**config.mk**
```make
export PLATFORM = sky130hd
export DESIGN_NAME = cu_mc_flat
export DESIGN_NICKNAME = d
export VERILOG_FILES = /design/src/rtl/cu_pkg.sv /design/src/rtl/cu_mc_if.sv /design/src/rtl/cu_decode.sv /design/src/rtl/cu_mc.sv /design/src/flat_wrapper.sv
export SDC_FILE = /design/constraint.sdc
export NUM_CORES = 1
export LEC_CHECK = 0
export ABC_CLOCK_PERIOD_IN_PS = 2800
export BUFFER_PORTS_ARGS = -buffer_cell sky130_fd_sc_hd__buf_2
export CORE_MARGIN = 2
export CORE_UTILIZATION = 37
export DETAILED_ROUTE_END_ITERATION = 12
export GPL_ROUTABILITY_DRIVEN = 0
export PLACE_DENSITY_LB_ADDON = 0.25
export SLEW_MARGIN = 30
export SYNTH_ARGS = -nofsm -noshare
export SYNTH_HDL_FRONTEND = slang
export SYNTH_SLANG_ARGS = --single-unit
export TNS_END_PERCENT = 20
```
**constraint.sdc**
```tcl
create_clock -name clk -period 2.8 [get_ports clk]
set_input_delay 0.84 -clock clk [delete_from_list [all_inputs] [get_ports clk]]
set_output_delay 0.84 -clock clk [all_outputs]
set_load 0.005 [all_outputs]
```
**src/rtl/cu_pkg.sv**
```systemverilog
// Shared encodings for the multi-cycle control unit: opcodes, FSM states,
// opcode classes and the inst_type / wb_sel codes driven to the datapath.
package cu_pkg;

  localparam logic [5:0] OP_NOP   = 6'b000000;
  localparam logic [5:0] OP_ADD   = 6'b000001;
  localparam logic [5:0] OP_SUB   = 6'b000010;
  localparam logic [5:0] OP_AND   = 6'b000011;
  localparam logic [5:0] OP_OR    = 6'b000100;
  localparam logic [5:0] OP_XOR   = 6'b000101;
  localparam logic [5:0] OP_ADC   = 6'b000110;
  localparam logic [5:0] OP_LDIM  = 6'b001110;
  localparam logic [5:0] OP_LOAD  = 6'b010000;
  localparam logic [5:0] OP_STORE = 6'b010001;
  localparam logic [5:0] OP_HLT   = 6'b111111;

  typedef enum logic [2:0] {
    ST_INIT, ST_FETCH, ST_DECODE, ST_EXEC, ST_MEM, ST_WB, ST_HALT
  } state_t;

  typedef enum logic [2:0] {
    CLS_NOP, CLS_ALU, CLS_LDIM, CLS_LOAD, CLS_STORE, CLS_HLT, CLS_ILL
  } op_class_t;

  localparam logic [1:0] IT_NONE = 2'b00;
  localparam logic [1:0] IT_R    = 2'b01;
  localparam logic [1:0] IT_I    = 2'b10;
  localparam logic [1:0] IT_M    = 2'b11;

  localparam logic [2:0] WB_NONE = 3'b000;
  localparam logic [2:0] WB_IMM  = 3'b001;
  localparam logic [2:0] WB_ALU  = 3'b010;
  localparam logic [2:0] WB_MEM  = 3'b011;

endpackage

```
**src/rtl/cu_mc_if.sv**
```systemverilog
// Bundle between the instruction source / datapath (master) and the control unit (slave).
// An opcode is accepted on a cycle where instr_valid and instr_ready are both high;
// a memory access completes on the first cycle mem_ack is high while mem_req is high.
interface cu_mc_if #(
  parameter int OPCODE_W  = 6,
  parameter int ALU_SEL_W = 4,
  parameter int WB_SEL_W  = 3
);
  import cu_pkg::*;

  logic                 instr_valid;
  logic [OPCODE_W-1:0]  opcode;
  logic                 instr_ready;
  logic                 alu_carry_out;
  logic                 mem_ack;
  logic                 mem_req;
  logic                 mem_we;
  logic                 alu_c_in;
  logic                 alu_enable;
  logic [ALU_SEL_W-1:0] alu_sel;
  logic                 reg_read_a;
  logic                 reg_read_b;
  logic                 reg_write;
  logic                 reg_reset;
  logic [1:0]           inst_type;
  logic [WB_SEL_W-1:0]  wb_sel;
  logic                 pc_inc;
  logic                 halted;
  logic                 illegal_op;
  logic                 bus_error;
  state_t               state_dbg;

  modport slave (
    input  instr_valid, opcode, alu_carry_out, mem_ack,
    output instr_ready, mem_req, mem_we, alu_c_in, alu_enable, alu_sel,
           reg_read_a, reg_read_b, reg_write, reg_reset, inst_type, wb_sel,
           pc_inc, halted, illegal_op, bus_error, state_dbg
  );

  modport master (
    output instr_valid, opcode, alu_carry_out, mem_ack,
    input  instr_ready, mem_req, mem_we, alu_c_in, alu_enable, alu_sel,
           reg_read_a, reg_read_b, reg_write, reg_reset, inst_type, wb_sel,
           pc_inc, halted, illegal_op, bus_error, state_dbg
  );

endinterface

```
**src/rtl/cu_decode.sv**
```systemverilog
// Combinational opcode classifier: legality, class, ALU function, writeback
// source and instruction type for the latched opcode.
module cu_decode
  import cu_pkg::*;
#(
  parameter int OPCODE_W  = 6,
  parameter int ALU_SEL_W = 4,
  parameter int WB_SEL_W  = 3
) (
  input  logic [OPCODE_W-1:0]  opcode,
  output logic                 legal,
  output op_class_t            op_class,
  output logic [ALU_SEL_W-1:0] alu_sel,
  output logic [WB_SEL_W-1:0]  wb_sel,
  output logic [1:0]           inst_type
);

  always_comb begin
    legal     = 1'b1;
    op_class  = CLS_ILL;
    alu_sel   = '0;
    wb_sel    = WB_SEL_W'(WB_NONE);
    inst_type = IT_NONE;
    case (opcode)
      OPCODE_W'(OP_NOP): op_class = CLS_NOP;
      OPCODE_W'(OP_ADD), OPCODE_W'(OP_SUB), OPCODE_W'(OP_AND),
      OPCODE_W'(OP_OR),  OPCODE_W'(OP_XOR), OPCODE_W'(OP_ADC): begin
        op_class  = CLS_ALU;
        alu_sel   = ALU_SEL_W'(opcode[3:0]);
        wb_sel    = WB_SEL_W'(WB_ALU);
        inst_type = IT_R;
      end
      OPCODE_W'(OP_LDIM): begin
        op_class  = CLS_LDIM;
        wb_sel    = WB_SEL_W'(WB_IMM);
        inst_type = IT_I;
      end
      OPCODE_W'(OP_LOAD): begin
        op_class  = CLS_LOAD;
        wb_sel    = WB_SEL_W'(WB_MEM);
        inst_type = IT_M;
      end
      OPCODE_W'(OP_STORE): begin
        op_class  = CLS_STORE;
        inst_type = IT_M;
      end
      OPCODE_W'(OP_HLT): op_class = CLS_HLT;
      default:           legal = 1'b0;
    endcase
  end

endmodule

```
**src/rtl/cu_mc.sv**
```systemverilog
// Multi-cycle control unit: INIT/FETCH/DECODE/EXEC/MEM/WB/HALT sequencer that
// drives register file, ALU and writeback-mux controls from state and opcode_q.
module cu_mc
  import cu_pkg::*;
#(
  parameter int OPCODE_W       = 6,
  parameter int ALU_SEL_W      = 4,
  parameter int WB_SEL_W       = 3,
  parameter int REG_CLR_CYCLES = 1,
  parameter int MEM_TIMEOUT    = 15
) (
  input logic    clk,
  input logic    rst,
  cu_mc_if.slave bus
);

  localparam int CLR_W  = (REG_CLR_CYCLES < 2) ? 1 : $clog2(REG_CLR_CYCLES);
  localparam int WAIT_W = (MEM_TIMEOUT < 2) ? 1 : $clog2(MEM_TIMEOUT);
  localparam logic [CLR_W-1:0]  CLR_LAST  = CLR_W'(REG_CLR_CYCLES - 1);
  localparam logic [WAIT_W-1:0] WAIT_LAST = WAIT_W'((MEM_TIMEOUT > 0) ? MEM_TIMEOUT - 1 : 0);
  localparam bit                TO_EN     = (MEM_TIMEOUT != 0);

  state_t              state_q, state_d;
  logic [OPCODE_W-1:0] opcode_q, opcode_d;
  logic                carry_q, carry_d;
  logic [CLR_W-1:0]    clr_cnt_q, clr_cnt_d;
  logic [WAIT_W-1:0]   wait_q, wait_d;

  logic                 dec_legal;
  op_class_t            dec_class;
  logic [ALU_SEL_W-1:0] dec_alu_sel;
  logic [WB_SEL_W-1:0]  dec_wb_sel;
  logic [1:0]           dec_inst_type;

  cu_decode #(
    .OPCODE_W (OPCODE_W),
    .ALU_SEL_W(ALU_SEL_W),
    .WB_SEL_W (WB_SEL_W)
  ) u_decode (
    .opcode   (opcode_q),
    .legal    (dec_legal),
    .op_class (dec_class),
    .alu_sel  (dec_alu_sel),
    .wb_sel   (dec_wb_sel),
    .inst_type(dec_inst_type)
  );

  logic is_alu, is_store, mem_timeout;
  assign is_alu      = (dec_class == CLS_ALU);
  assign is_store    = (dec_class == CLS_STORE);
  // Ack in the final wait cycle still completes the access normally.
  assign mem_timeout = TO_EN && (wait_q == WAIT_LAST) && !bus.mem_ack;

  always_comb begin
    state_d   = state_q;
    opcode_d  = opcode_q;
    carry_d   = carry_q;
    clr_cnt_d = clr_cnt_q;
    wait_d    = wait_q;
    case (state_q)
      ST_INIT: begin
        if (clr_cnt_q == CLR_LAST) begin
          clr_cnt_d = '0;
          state_d   = ST_FETCH;
        end else begin
          clr_cnt_d = clr_cnt_q + CLR_W'(1);
        end
      end
      ST_FETCH: begin
        if (bus.instr_valid) begin
          opcode_d = bus.opcode;
          state_d  = ST_DECODE;
        end
      end
      ST_DECODE: begin
        if (dec_class == CLS_HLT)                     state_d = ST_HALT;
        else if (!dec_legal || dec_class == CLS_NOP) state_d = ST_FETCH;
        else                                          state_d = ST_EXEC;
      end
      ST_EXEC: begin
        if (is_alu) carry_d = bus.alu_carry_out;
        state_d = (dec_class == CLS_LOAD || is_store) ? ST_MEM : ST_WB;
      end
      ST_MEM: begin
        if (bus.mem_ack) begin
          wait_d  = '0;
          state_d = is_store ? ST_FETCH : ST_WB;
        end else if (mem_timeout) begin
          wait_d  = '0;
          state_d = ST_FETCH;
        end else if (TO_EN) begin
          wait_d = wait_q + WAIT_W'(1);
        end
      end
      ST_WB:   state_d = ST_FETCH;
      ST_HALT: state_d = ST_HALT;
      default: state_d = ST_INIT;
    endcase
  end

  always_ff @(posedge clk) begin
    if (rst) begin
      state_q   <= ST_INIT;
      opcode_q  <= OPCODE_W'(OP_NOP);
      carry_q   <= 1'b0;
      clr_cnt_q <= '0;
      wait_q    <= '0;
    end else begin
      state_q   <= state_d;
      opcode_q  <= opcode_d;
      carry_q   <= carry_d;
      clr_cnt_q <= clr_cnt_d;
      wait_q    <= wait_d;
    end
  end

  always_comb begin
    bus.instr_ready = 1'b0;
    bus.mem_req     = 1'b0;
    bus.mem_we      = 1'b0;
    bus.alu_c_in    = 1'b0;
    bus.alu_enable  = 1'b0;
    bus.alu_sel     = '0;
    bus.reg_read_a  = 1'b0;
    bus.reg_read_b  = 1'b0;
    bus.reg_write   = 1'b0;
    bus.reg_reset   = 1'b0;
    bus.inst_type   = IT_NONE;
    bus.wb_sel      = '0;
    bus.pc_inc      = 1'b0;
    bus.halted      = 1'b0;
    bus.illegal_op  = 1'b0;
    bus.bus_error   = 1'b0;
    bus.state_dbg   = state_q;
    case (state_q)
      ST_INIT:  bus.reg_reset   = 1'b1;
      ST_FETCH: bus.instr_ready = 1'b1;
      ST_DECODE: begin
        bus.illegal_op = !dec_legal;
        bus.pc_inc     = !dec_legal || (dec_class == CLS_NOP);
      end
      ST_EXEC: begin
        if (is_alu) begin
          bus.alu_enable = 1'b1;
          bus.reg_read_a = 1'b1;
          bus.reg_read_b = 1'b1;
          bus.inst_type  = dec_inst_type;
          bus.alu_sel    = dec_alu_sel;
          if (opcode_q == OPCODE_W'(OP_SUB))      bus.alu_c_in = 1'b1;
          else if (opcode_q == OPCODE_W'(OP_ADC)) bus.alu_c_in = carry_q;
        end
      end
      ST_MEM: begin
        bus.mem_req    = 1'b1;
        bus.inst_type  = IT_M;
        bus.reg_read_a = 1'b1;
        bus.mem_we     = is_store;
        bus.reg_read_b = is_store;
        bus.bus_error  = mem_timeout;
        bus.pc_inc     = mem_timeout || (is_store && bus.mem_ack);
      end
      ST_WB: begin
        bus.reg_write = 1'b1;
        bus.pc_inc    = 1'b1;
        bus.wb_sel    = dec_wb_sel;
        if (dec_class == CLS_LDIM) bus.inst_type = dec_inst_type;
      end
      ST_HALT: bus.halted = 1'b1;
      default: ;
    endcase
  end

endmodule

```
**src/flat_wrapper.sv**
```systemverilog
// flat-port wrapper written by rule: the top's interface ports become plain ports
module cu_mc_flat import cu_pkg::*;
#(
  parameter int OPCODE_W       = 6,
  parameter int ALU_SEL_W      = 4,
  parameter int WB_SEL_W       = 3,
  parameter int REG_CLR_CYCLES = 1,
  parameter int MEM_TIMEOUT    = 15
)
  (clk, rst, bus_instr_valid, bus_opcode, bus_alu_carry_out, bus_mem_ack, bus_instr_ready, bus_mem_req, bus_mem_we, bus_alu_c_in, bus_alu_enable, bus_alu_sel, bus_reg_read_a, bus_reg_read_b, bus_reg_write, bus_reg_reset, bus_inst_type, bus_wb_sel, bus_pc_inc, bus_halted, bus_illegal_op, bus_bus_error, bus_state_dbg);
  cu_mc_if #(.OPCODE_W(OPCODE_W), .ALU_SEL_W(ALU_SEL_W), .WB_SEL_W(WB_SEL_W)) bus_i ();
  input logic clk;
  input logic rst;
  input wire logic [$bits(bus_i.instr_valid)-1:0] bus_instr_valid;
  input wire logic [$bits(bus_i.opcode)-1:0] bus_opcode;
  input wire logic [$bits(bus_i.alu_carry_out)-1:0] bus_alu_carry_out;
  input wire logic [$bits(bus_i.mem_ack)-1:0] bus_mem_ack;
  output wire logic [$bits(bus_i.instr_ready)-1:0] bus_instr_ready;
  output wire logic [$bits(bus_i.mem_req)-1:0] bus_mem_req;
  output wire logic [$bits(bus_i.mem_we)-1:0] bus_mem_we;
  output wire logic [$bits(bus_i.alu_c_in)-1:0] bus_alu_c_in;
  output wire logic [$bits(bus_i.alu_enable)-1:0] bus_alu_enable;
  output wire logic [$bits(bus_i.alu_sel)-1:0] bus_alu_sel;
  output wire logic [$bits(bus_i.reg_read_a)-1:0] bus_reg_read_a;
  output wire logic [$bits(bus_i.reg_read_b)-1:0] bus_reg_read_b;
  output wire logic [$bits(bus_i.reg_write)-1:0] bus_reg_write;
  output wire logic [$bits(bus_i.reg_reset)-1:0] bus_reg_reset;
  output wire logic [$bits(bus_i.inst_type)-1:0] bus_inst_type;
  output wire logic [$bits(bus_i.wb_sel)-1:0] bus_wb_sel;
  output wire logic [$bits(bus_i.pc_inc)-1:0] bus_pc_inc;
  output wire logic [$bits(bus_i.halted)-1:0] bus_halted;
  output wire logic [$bits(bus_i.illegal_op)-1:0] bus_illegal_op;
  output wire logic [$bits(bus_i.bus_error)-1:0] bus_bus_error;
  output wire logic [$bits(bus_i.state_dbg)-1:0] bus_state_dbg;
  assign bus_i.instr_valid = bus_instr_valid;
  assign bus_i.opcode = bus_opcode;
  assign bus_i.alu_carry_out = bus_alu_carry_out;
  assign bus_i.mem_ack = bus_mem_ack;
  assign bus_instr_ready = bus_i.instr_ready;
  assign bus_mem_req = bus_i.mem_req;
  assign bus_mem_we = bus_i.mem_we;
  assign bus_alu_c_in = bus_i.alu_c_in;
  assign bus_alu_enable = bus_i.alu_enable;
  assign bus_alu_sel = bus_i.alu_sel;
  assign bus_reg_read_a = bus_i.reg_read_a;
  assign bus_reg_read_b = bus_i.reg_read_b;
  assign bus_reg_write = bus_i.reg_write;
  assign bus_reg_reset = bus_i.reg_reset;
  assign bus_inst_type = bus_i.inst_type;
  assign bus_wb_sel = bus_i.wb_sel;
  assign bus_pc_inc = bus_i.pc_inc;
  assign bus_halted = bus_i.halted;
  assign bus_illegal_op = bus_i.illegal_op;
  assign bus_bus_error = bus_i.bus_error;
  assign bus_state_dbg = bus_i.state_dbg;
  cu_mc #(.OPCODE_W(OPCODE_W), .ALU_SEL_W(ALU_SEL_W), .WB_SEL_W(WB_SEL_W), .REG_CLR_CYCLES(REG_CLR_CYCLES), .MEM_TIMEOUT(MEM_TIMEOUT)) u_core (.clk(clk), .rst(rst), .bus(bus_i));
endmodule
```
==> flow_metrics.tcl, run 1 <==
set metrics [dict create \
    synthXorXnorAreaFrac_pct 0 \
    synth.area.top_cells "sky130_fd_sc_hd__dfxtp_1, sky130_fd_sc_hd__mux2i_1, sky130_fd_sc_hd__nor2_1" \
    synth-seq-cells 14 \
    yosys.area_share.adder_pct 2.32 \
    clock_tree.buffer_depth 2 \
    irDropWorstVdd_mv 0.256 \
    total_power_consumption_mw 0.481 \
    path_clk_slew_ns 0.09 \
    cts_inserted_buffers 3 \
    postCtsHoldBufs 0 \
    gr-usage-all-layers_pct 17.7 \
    number_of_synthesized_flops_with_an_enable_pin 0 \
    postSynthAreaPerCell_sq_um 7.40 \
    crit_path_start_kind "flop" \
    drt_iter0_drc 46 \
    hold-path-endpoint "u_core.carry_q" \
    post-route-worst-setup-slack_ns 0.0309 \
    p_leak_nw 0.654 \
    worstReg2RegEnd "u_core.carry_q" \
    netlist_top_cells_count "sky130_fd_sc_hd__nor2_1, sky130_fd_sc_hd__dfxtp_1, sky130_fd_sc_hd__a21oi_1, sky130_fd_sc_hd__inv_1" \
    stdcell_count 215 \
    first_pass_iteration_count_of_the_detailed_router 5 \
    placeableCoreArea_sq_mm 0.00276 \
    worstReg2RegStart "u_core.opcode_q[4]" \
    worst_r2r_path_depth 6 \
    h-tree-depth 1 \
    timing.fmax_ghz 0.361 \
    final_period_minus_worst_setup_slack_ns 2.77 \
    pin_count 36 \
    seq_total_area_yosys_pct 26.0 \
    globalRouteOverflowTotal 0 \
    initial_core_util_pct 39.2 \
    timing.final.setup_violations 0 \
    drt.antenna.violating_nets 0 \
    postRouteWirelength_mm 3.00 \
    setup_slack_placement_ns 0.145 \
    crit_path_max_fanout 8 \
    rsz_0062_raised_after_global_routing "yes" \
    outcome "complete, no violations" \
    synth.mux.area_fraction_pct 7.53 \
    grt_max_degree 16 \
    synthDominantAreaCellType "sky130_fd_sc_hd__dfxtp_1" \
    grt_first_pass_wirelength_mm 4.66 \
    final_layout_size_suffix_gt1_share_pct 35.3 \
    synth_simple_gate_area_share_pct 31.6 \
    worstPathArrival_ns 1.93 \
    netlist_area_sq_mm 0.00108 \
    total_power_density_per_cell_area_mw_per_mm2 351 \
    fp.dieArea_sq_mm 0.00337 \
    synthMostInstantiatedCell "sky130_fd_sc_hd__nor2_1" \
    hold-worst-slack_ns 0.492 \
    ys_async_rst_share_pct 0 \
    vias 1219 \
    layout.core_utilization_pct 49.7 \
    hold_viol 0 \
    first_global_vias 1047 \
    final.setup.tns_ns 0 \
    clock_sinks 14 \
    dpl_hpwl_mm 2.08 \
    num-nets-final 198 \
    hold_path_class "reg -> reg" \
    wire_per_inst_microns 13.9 \
    remaining_drc_errors 0 \
    die_h_microns 58.0 \
    syn2layout_area_growth_pct 27.0 \
    combinational_family_with_the_most_area_after_synthesis "simple AND/OR/NAND/NOR gates" \
    yosysWarnings 0 \
    die_x_microns 58.0 \
    synthesis.instances 146 \
    post-route-cell-area_sq_mm 0.00137 \
    cap_violations 0 \
    timing.reg2reg.setup_slack_ns 1.09 \
    place_area_sq_mm 0.00123 \
    tritoncts "done" \
    crit_required_ns 1.96 \
    most_common_flop_cell_mapped_by_yosys "sky130_fd_sc_hd__dfxtp_1" \
    finalCritPeriodShare_pct 98.9 \
    n_antenna_cell 0 \
    grt_antenna_before_repair 0 \
    dp.cells 203 \
    placement_rows 19 \
    min_delay_path_depth 2 \
    synth_compound_area_share_pct 19.5 \
    synth_cell_types 42 \
    buffer_ports.inserted 33 \
    worst_setup_path_end_kind "output pin" \
    cts_root_buffer "sky130_fd_sc_hd__clkbuf_4" \
    criticalPathCategory "reg -> out" \
    hold_path_startpoint "u_core.carry_q" \
    detail_route.vias_per_cell 5.67 \
    drv_slew 0 \
    yosysTopAreaCellShare_pct 26.0 \
    insertion_delay_ns 0.29 \
    clock-skew-final_ns 0.00657 \
]
-- cell families (layout without fill, tap and decap cells) --
logic type	count (synthesis)	in the layout
other	1	2
adders and majority gates	2	2
AOI/OAI and AO/OA	34	34
muxes	8	8
and+or+nand+nor	64	65
DFF	14	14
buffers and inverters	23	59
-- cells in the final DEF, fill, tap and decap left out, types with 2 or more instances in the layout --
master / netlist / routed
sky130_fd_sc_hd__o22ai_1: 2 / 2
sky130_fd_sc_hd__nor2_1: 18 / 17
sky130_fd_sc_hd__mux2i_1: 7 / 7
sky130_fd_sc_hd__dfxtp_2: 0 / 3
sky130_fd_sc_hd__dfxtp_4: 0 / 2
sky130_fd_sc_hd__ha_1: 2 / 2
sky130_fd_sc_hd__a21o_1: 2 / 2
sky130_fd_sc_hd__nand4_1: 3 / 3
sky130_fd_sc_hd__dfxtp_1: 14 / 9
sky130_fd_sc_hd__a21oi_1: 10 / 9
sky130_fd_sc_hd__and3_4: 0 / 2
sky130_fd_sc_hd__or2_1: 3 / 3
sky130_fd_sc_hd__nand2b_1: 4 / 4
sky130_fd_sc_hd__a31oi_1: 3 / 3
sky130_fd_sc_hd__conb_1: 1 / 2
sky130_fd_sc_hd__o21ai_0: 6 / 6
sky130_fd_sc_hd__clkbuf_4: 0 / 3
sky130_fd_sc_hd__inv_1: 8 / 8
sky130_fd_sc_hd__and2_1: 3 / 3
sky130_fd_sc_hd__nand2_1: 6 / 6
sky130_fd_sc_hd__nor3_1: 7 / 7
sky130_fd_sc_hd__buf_2: 2 / 32
sky130_fd_sc_hd__nand3_1: 7 / 7
sky130_fd_sc_hd__and3_1: 4 / 2
sky130_fd_sc_hd__o21ai_1: 2 / 2
sky130_fd_sc_hd__a211oi_1: 3 / 2
sky130_fd_sc_hd__or4_1: 3 / 3
sky130_fd_sc_hd__buf_4: 3 / 12
-- final cells by class --
class                   count  area, sq um
flip-flops and latches     14          292
fillers                   276         1390
inverters                   9         35.0
repair buffers             46          267
well taps                  31         38.8
clock buffers               4         36.3
multi-input cells         111          703
-- flip-flops by register name, indices dropped and copies added, names as in the netlist --
register	cells
u_core.opcode_q	6
u_core.carry_q	1
u_core.bus.state_dbg	3
u_core.wait_q	4
-- per-layer routing --
layer | share of wire (%) | global-route usage, % | vias up
met5 | 0 | 0 | -
met4 | 1.8 | 8.64 | 0
met3 | 5.6 | 3.13 | 8
met2 | 47 | 28.6 | 41
met1 | 45 | 22.8 | 579
li1 | - | - | 591
-- critical path, cell delays in order, from the launching register on --
cell                      delay, ns
sky130_fd_sc_hd__dfxtp_4       0.39
sky130_fd_sc_hd__buf_4         0.14
sky130_fd_sc_hd__inv_1         0.05
sky130_fd_sc_hd__a311o_1       0.30
sky130_fd_sc_hd__a22o_1        0.22
sky130_fd_sc_hd__and3_2        0.20
sky130_fd_sc_hd__or2_1         0.22
sky130_fd_sc_hd__buf_2         0.12
-- what timing repair did --
action,4_1_cts,5_1_grt
resized for setup,6,11
pin swaps,1,3
gates cloned,0,1
buffers inserted,0,7
endpoints found under the setup margin,8,8
-- power breakdown --
group	switching, mW	total (mW)	internal (mW)	leakage [nW]
sequential	0.0144	0.220	0.206	0.117
combinational	0.0573	0.110	0.0528	0.516
clock	0.0716	0.151	0.0792	0.0210
total	0.143	0.481	0.338	0.654
-- worst max path at each step --
stage / startpoint / endpoint / slack, ns
floorplan: u_core.opcode_q[0] / bus_alu_sel[0] / 0.40
global placement: u_core.opcode_q[0] / bus_alu_sel[2] / 0.24
detailed placement: u_core.opcode_q[0] / bus_alu_sel[0] / 0.14
CTS: u_core.opcode_q[0] / bus_alu_sel[0] / 0.0004
global route: u_core.opcode_q[4] / bus_alu_c_in / -0.06
finish: u_core.opcode_q[4] / bus_reg_read_b / 0.03
No activity file was read; power rests on OpenSTA's default activity.
==> run 2: changes to the inputs <==
- RECOVER_POWER: unset -> 50
==> flow_metrics.tcl, run 2 (same netlist as run 1, synthesis figures left out) <==
set metrics [dict create \
    largest_register_ff_count 6 \
    critPathBufInv 3 \
    crit_chain "buf_4 > inv_1 > a311o_1 > a22o_1 > and3_2 > or2_1 > buf_2" \
    timing.fmax_ghz 0.361 \
    total_power_density_per_cell_area_mw_per_mm2 353 \
    swShare_pct 30.0 \
    grt_max_degree 16 \
    drv_slew 0 \
    insertion_delay_ns 0.29 \
    placeableCoreArea_sq_mm 0.00276 \
    h-tree-depth 1 \
    dpl_hpwl_mm 2.08 \
    worst_setup_path_end_kind "output pin" \
    wire_per_inst_microns 14.0 \
    tritoncts "done" \
    crit_required_ns 1.96 \
    final_period_minus_worst_setup_slack_ns 2.77 \
    final_layout_size_suffix_gt1_share_pct 34.2 \
    clock_sinks 14 \
    clock_tree.buffer_depth 2 \
    hold_viol 0 \
    first_pass_iteration_count_of_the_detailed_router 5 \
    syn2layout_area_growth_pct 26.5 \
    power_frac_seq_pct 45.7 \
    stdcell_count 215 \
    power_frac_comb_pct 22.8 \
    drt.antenna.violating_nets 0 \
    crit_path_start_kind "flop" \
    grt_antenna_before_repair 0 \
    initial_core_util_pct 39.2 \
    vias 1208 \
    cts_root_buffer "sky130_fd_sc_hd__clkbuf_4" \
    die_h_microns 58.0 \
    timing.reg2reg.setup_slack_ns 1.04 \
    hold-worst-slack_ns 0.493 \
    layout.cells.most_common_list "sky130_fd_sc_hd__buf_2, sky130_fd_sc_hd__nor2_1, sky130_fd_sc_hd__buf_4" \
    rsz_0062_raised_after_global_routing "yes" \
    drt_iter0_drc 48 \
    largest_reg_by_ff_count "u_core.opcode_q" \
    path_clk_slew_ns 0.10 \
    irDropWorstVdd_mv 0.255 \
    hold_path_class "reg -> reg" \
    criticalPathCategory "reg -> out" \
    p_leak_nw 0.647 \
    fp.dieArea_sq_mm 0.00337 \
    num-nets-final 198 \
    pin_count 36 \
    pwr-share-clk_pct 31.5 \
    postRouteWirelength_mm 3.01 \
    cellInternalPower_mw 0.337 \
    critical-path-max-stage-delay_ns 0.39 \
    min_delay_path_depth 2 \
    worstPathArrival_ns 1.93 \
    clock-skew-final_ns 0.0108 \
    setup_slack_placement_ns 0.145 \
    worst_r2r_path_depth 5 \
    crit_path_max_fanout 8 \
    total_switching_power_mw 0.145 \
    placement_rows 19 \
    outcome "complete, no violations" \
    layout_commonest_cell "sky130_fd_sc_hd__buf_2" \
    cp_num_cells 7 \
    grt_first_pass_wirelength_mm 4.66 \
    worstMarginPinSlew_ns 0.598 \
    timing.slew.headroom_pct 60.1 \
    die_x_microns 58.0 \
    gr-usage-all-layers_pct 17.7 \
    remaining_drc_errors 0 \
    buffer_ports.inserted 33 \
    critical-path-slowest-cell "sky130_fd_sc_hd__dfxtp_4" \
    layout.core_utilization_pct 49.5 \
    timing.final.setup_violations 0 \
    first_global_vias 1047 \
    timing.critical_path.max_delay_family "compound AO/OA/AOI/OAI gates" \
    dp.cells 203 \
    finalCritPeriodShare_pct 98.9 \
    globalRouteOverflowTotal 0 \
    post-route-worst-setup-slack_ns 0.0297 \
    cap_violations 0 \
    detail_route.vias_per_cell 5.62 \
    cts_inserted_buffers 3 \
    n_antenna_cell 0 \
]
run 2: cell types whose count changed in the layout (fill, tap and decap cells not counted), sizes merged:
cell and delta:
clkbuf +2, buf -2
run 2: power by group through the flow:
| stage | Clock, mW | Combinational (mW) | Sequential (mW) |
|---|---|---|---|
| 2_1_floorplan | 0 | 0.0766 | 0.217 |
| 3_3_place_gp | 0 | 0.0913 | 0.225 |
| 3_5_place_dp | 0 | 0.0922 | 0.226 |
| 4_1_cts | 0.155 | 0.0942 | 0.221 |
| 5_1_grt | 0.161 | 0.122 | 0.222 |
| 6_report | 0.152 | 0.110 | 0.220 |
run 2: layout make-up:
cell class / instances / area (sq um)
fillers: 278 / 1390
repair buffers: 46 / 262
clock buffers: 4 / 36.3
well taps: 31 / 38.8
flip-flops and latches: 14 / 292
multi-input cells: 111 / 703
inverters: 9 / 35.0
run 2: worst min-delay path: cells and delay by family (launching register included):
family / cells / cell delay, ns
flip-flops: 1 / 0.33
AND/OR/NAND/NOR: 1 / 0.07
multiplexers: 1 / 0.06
run 2: path summary, 6_finish.rpt:
check,startpoint,end
worst min-delay path,u_core.carry_q,u_core.carry_q
worst max-delay path,u_core.opcode_q[4],bus_reg_read_b
worst min register to register,u_core.carry_q,u_core.carry_q
worst max register to register,u_core.bus.state_dbg[0],u_core.opcode_q[1]
run 2: per-layer routing:
metal | vias to the layer above | global-route usage [%] | part of all wire (%)
met5 | - | 0 | 0
met4 | 0 | 8.64 | 1.4
met3 | 6 | 3.13 | 5.0
met2 | 33 | 28.6 | 48
met1 | 577 | 22.8 | 45
li1 | 592 | - | -
run 2: per-stage QoR:
step / power [mW] / setup TNS (ns) / cell area (sq um)
after detailed placement: 0.318 / 0 / 1230
after global placement: 0.317 / 0 / 1230
after floorplan: 0.294 / 0 / 1080
after CTS: 0.470 / 0 / 1280
after global routing: 0.505 / -0.272 / 1370
final: 0.482 / 0 / 1370
run 2: timing repair:
action | 4_1_cts | 5_1_grt
setup endpoints to repair | 8 | 8
resized for setup | 6 | 11
buffers inserted | 0 | 7
hold buffers | 0 | 0
pin swaps | 1 | 3
endpoints found under the hold margin | 0 | 0
gates cloned | 0 | 1
==> run 3: changes to the inputs <==
- SLEW_MARGIN: 30 -> 20
- SYNTH_HIERARCHICAL: unset -> 1
==> flow_metrics.tcl, run 3 <==
set metrics [dict create \
    met2_wire_length_mm 1.92 \
    postSynthAreaPerCell_sq_um 7.49 \
    hold_path_class "reg -> reg" \
    cellInternalPower_mw 0.466 \
    placeableCoreArea_sq_mm 0.00328 \
    initial_core_util_pct 38.1 \
    pin_count 36 \
    dp.cells 260 \
    hold-path-endpoint "u_core/wait_q[0]" \
    timing.final.setup_violations 9 \
    post-route-cell-area_sq_mm 0.00181 \
    placement_rows 21 \
    hold-worst-slack_ns 0.509 \
    total_switching_power_mw 0.248 \
    clock_tree.buffer_depth 2 \
    final_period_minus_worst_setup_slack_ns 3.01 \
    m1WireLength_mm 1.81 \
    globalRouteOverflowTotal 0 \
    total_power_consumption_mw 0.715 \
    die_h_microns 62.2 \
    ys_async_rst_share_pct 0 \
    grt_max_degree 17 \
    crit_path_max_fanout 5 \
    drv_slew 0 \
    critical-path-slowest-cell "sky130_fd_sc_hd__or4bb_1" \
    rsz_0062_raised_after_global_routing "yes" \
    synth_cell_types 49 \
    worst_setup_path_end_kind "output pin" \
    cap_violations 0 \
    yosysTopAreaCellShare_pct 22.4 \
    netlist_top_cells_count "sky130_fd_sc_hd__dfxtp_1, sky130_fd_sc_hd__nor2_1, sky130_fd_sc_hd__a21oi_1, sky130_fd_sc_hd__and3_1" \
    insertion_delay_ns 0.27 \
    synthDominantAreaCellType "sky130_fd_sc_hd__dfxtp_1" \
    seq_total_area_yosys_pct 22.4 \
    largest_reg_by_ff_count "u_core/opcode_q" \
    dpl_hpwl_mm 2.84 \
    detail_route.vias_per_cell 5.46 \
    gr-usage-all-layers_pct 20.5 \
    fp.dieArea_sq_mm 0.00386 \
    crit_start "u_core/opcode_q[0]" \
    synth-seq-cells 14 \
    violations "negative setup slack" \
    timing.fmax_ghz 0.333 \
    total_power_density_per_cell_area_mw_per_mm2 395 \
    post-route-worst-setup-slack_ns -0.205 \
    crit_required_ns 1.96 \
    crit_chain "or2_4 > o211ai_1 > nand3b_1 > or4bb_1 > a21oi_2 > a21o_1 > buf_2" \
    synth.area.top_cells "sky130_fd_sc_hd__dfxtp_1, sky130_fd_sc_hd__and3_1, sky130_fd_sc_hd__mux2i_1" \
    hold_path_startpoint "u_core/wait_q[0]" \
    vias 1501 \
    n_antenna_cell 0 \
    final_layout_size_suffix_gt1_share_pct 45.4 \
    tritoncts "done" \
    layout.core_utilization_pct 55.2 \
    crit_path_start_kind "flop" \
    h-tree-depth 1 \
    grt_antenna_before_repair 0 \
    layout.cells.most_common_list "sky130_fd_sc_hd__buf_4, sky130_fd_sc_hd__buf_2, sky130_fd_sc_hd__nor2_1" \
    hold_viol 0 \
    finalCritPeriodShare_pct 107 \
    syn2layout_area_growth_pct 44.8 \
    drt.antenna.violating_nets 0 \
    worst_r2r_path_depth 7 \
    buffer_ports.inserted 33 \
    stdcell_count 275 \
    cts_inserted_buffers 3 \
    irDropWorstVdd_mv 0.252 \
    drt_iter0_drc 64 \
    worstReg2RegEnd "u_core/bus.state_dbg[1]" \
    met3RoutedLength_microns 119 \
    largest_register_ff_count 6 \
    swShare_pct 34.8 \
    p_leak_nw 0.860 \
    cts_root_buffer "sky130_fd_sc_hd__clkbuf_4" \
    grt_first_pass_wirelength_mm 6.52 \
    pwr-share-clk_pct 20.0 \
    criticalPathCategory "reg -> out" \
    clock_sinks 14 \
    wire_per_inst_microns 14.2 \
    path_clk_slew_ns 0.08 \
    die_x_microns 62.2 \
    layout_commonest_cell "sky130_fd_sc_hd__buf_4" \
    synthesis.instances 167 \
    number_of_synthesized_flops_with_an_enable_pin 0 \
    first_pass_iteration_count_of_the_detailed_router 4 \
    clock-skew-final_ns 0.00163 \
    dr.max_layer_used "met4" \
    first_global_vias 1449 \
    place_area_sq_mm 0.00162 \
    postRouteWirelength_mm 3.90 \
    critical-path-max-stage-delay_ns 0.53 \
    remaining_drc_errors 0 \
    power_frac_seq_pct 33.7 \
    most_common_flop_cell_mapped_by_yosys "sky130_fd_sc_hd__dfxtp_1" \
    num-nets-final 243 \
    power_frac_comb_pct 46.3 \
    netlist_area_sq_mm 0.00125 \
    yosysWarnings 6 \
    timing.reg2reg.setup_slack_ns 0.83 \
    outcome "complete, but fails checks" \
    worstPathArrival_ns 2.17 \
    worstReg2RegStart "u_core/opcode_q[4]" \
    min_delay_path_depth 2 \
]
-- run 3: cell count changes after synthesis, moves of 3 or more --
cell                       previous run  this run
sky130_fd_sc_hd__nor3_1               7         4
sky130_fd_sc_hd__nand3b_1             0         3
sky130_fd_sc_hd__and3_1               4        11
sky130_fd_sc_hd__nor2_1              18        14
sky130_fd_sc_hd__a211oi_1             3         0
sky130_fd_sc_hd__buf_2                2         7
sky130_fd_sc_hd__o211ai_1             0         4
sky130_fd_sc_hd__nand2_1              6         9
sky130_fd_sc_hd__nand2b_1             4         1
-- run 3: what timing repair did --
item | in CTS | in global routing
setup buffers | 11 | 0
setup endpoints to repair | 11 | 13
pin swaps | 11 | 3
gates resized for setup | 22 | 4
hold buffers | 0 | 0
-- run 3: power by group through the flow --
stage,clock (mW),combinational [mW],sequential (mW)
2_1_floorplan,0,0.186,0.229
3_3_place_gp,0,0.275,0.246
3_5_place_dp,0,0.278,0.247
4_1_cts,0.152,0.321,0.239
5_1_grt,0.166,0.363,0.244
6_report,0.143,0.331,0.241
-- run 3: logic make-up (layout without fill, tap and decap cells) --
kind of cell	count (synthesis)	in the layout	synth area share, %
compound gates	43	43	24.0
fa+ha+maj	2	2	2.00
buf+inv	26	87	10.3
flops	14	14	22.4
mux	6	6	4.80
other cells	1	2	0.300
simple gates	75	75	36.2
-- run 3: metal layers --
layer	track usage [%]	vias up
met5	0	-
met4	7.78	0
met3	2.72	4
met2	35.2	31
met1	26.1	716
li1	-	750
-- run 3: how the worst max path moves through the flow --
stage | to | slack (ns) | cells past startpoint
floorplan | bus_alu_c_in | -0.04 | 9
detailed placement | bus_alu_c_in | -0.09 | 8
finish | bus_inst_type[0] | -0.21 | 7
global placement | bus_inst_type[0] | -0.05 | 8
global route | bus_inst_type[1] | -0.34 | 7
CTS | bus_inst_type[0] | -0.22 | 7
-- run 3: per-stage QoR --
step	setup TNS (ns)	setup WS, ns
3_3_place_gp	-0.156	-0.0504
4_1_cts	-1.01	-0.223
5_1_grt	-2.42	-0.342
3_5_place_dp	-0.236	-0.0861
6_report	-0.966	-0.205
2_1_floorplan	-0.0814	-0.0364
-- run 3: final cells by class --
class,instances,area [sq um]
Clock buffer,4,36.3
Fill cell,312,1470
Inverter,9,33.8
Multi-Input combinational cell,128,897
Sequential cell,14,295
Tap cell,46,57.6
Timing Repair Buffer,74,492
-- run 3: critical path, delay by kind of cell (launching register included) --
| family | cells | cell delay [ns] |
|---|---|---|
| buffers and inverters | 1 | 0.10 |
| DFF | 1 | 0.37 |
| AOI/OAI and AO/OA | 3 | 0.46 |
| and+or+nand+nor | 3 | 0.96 |
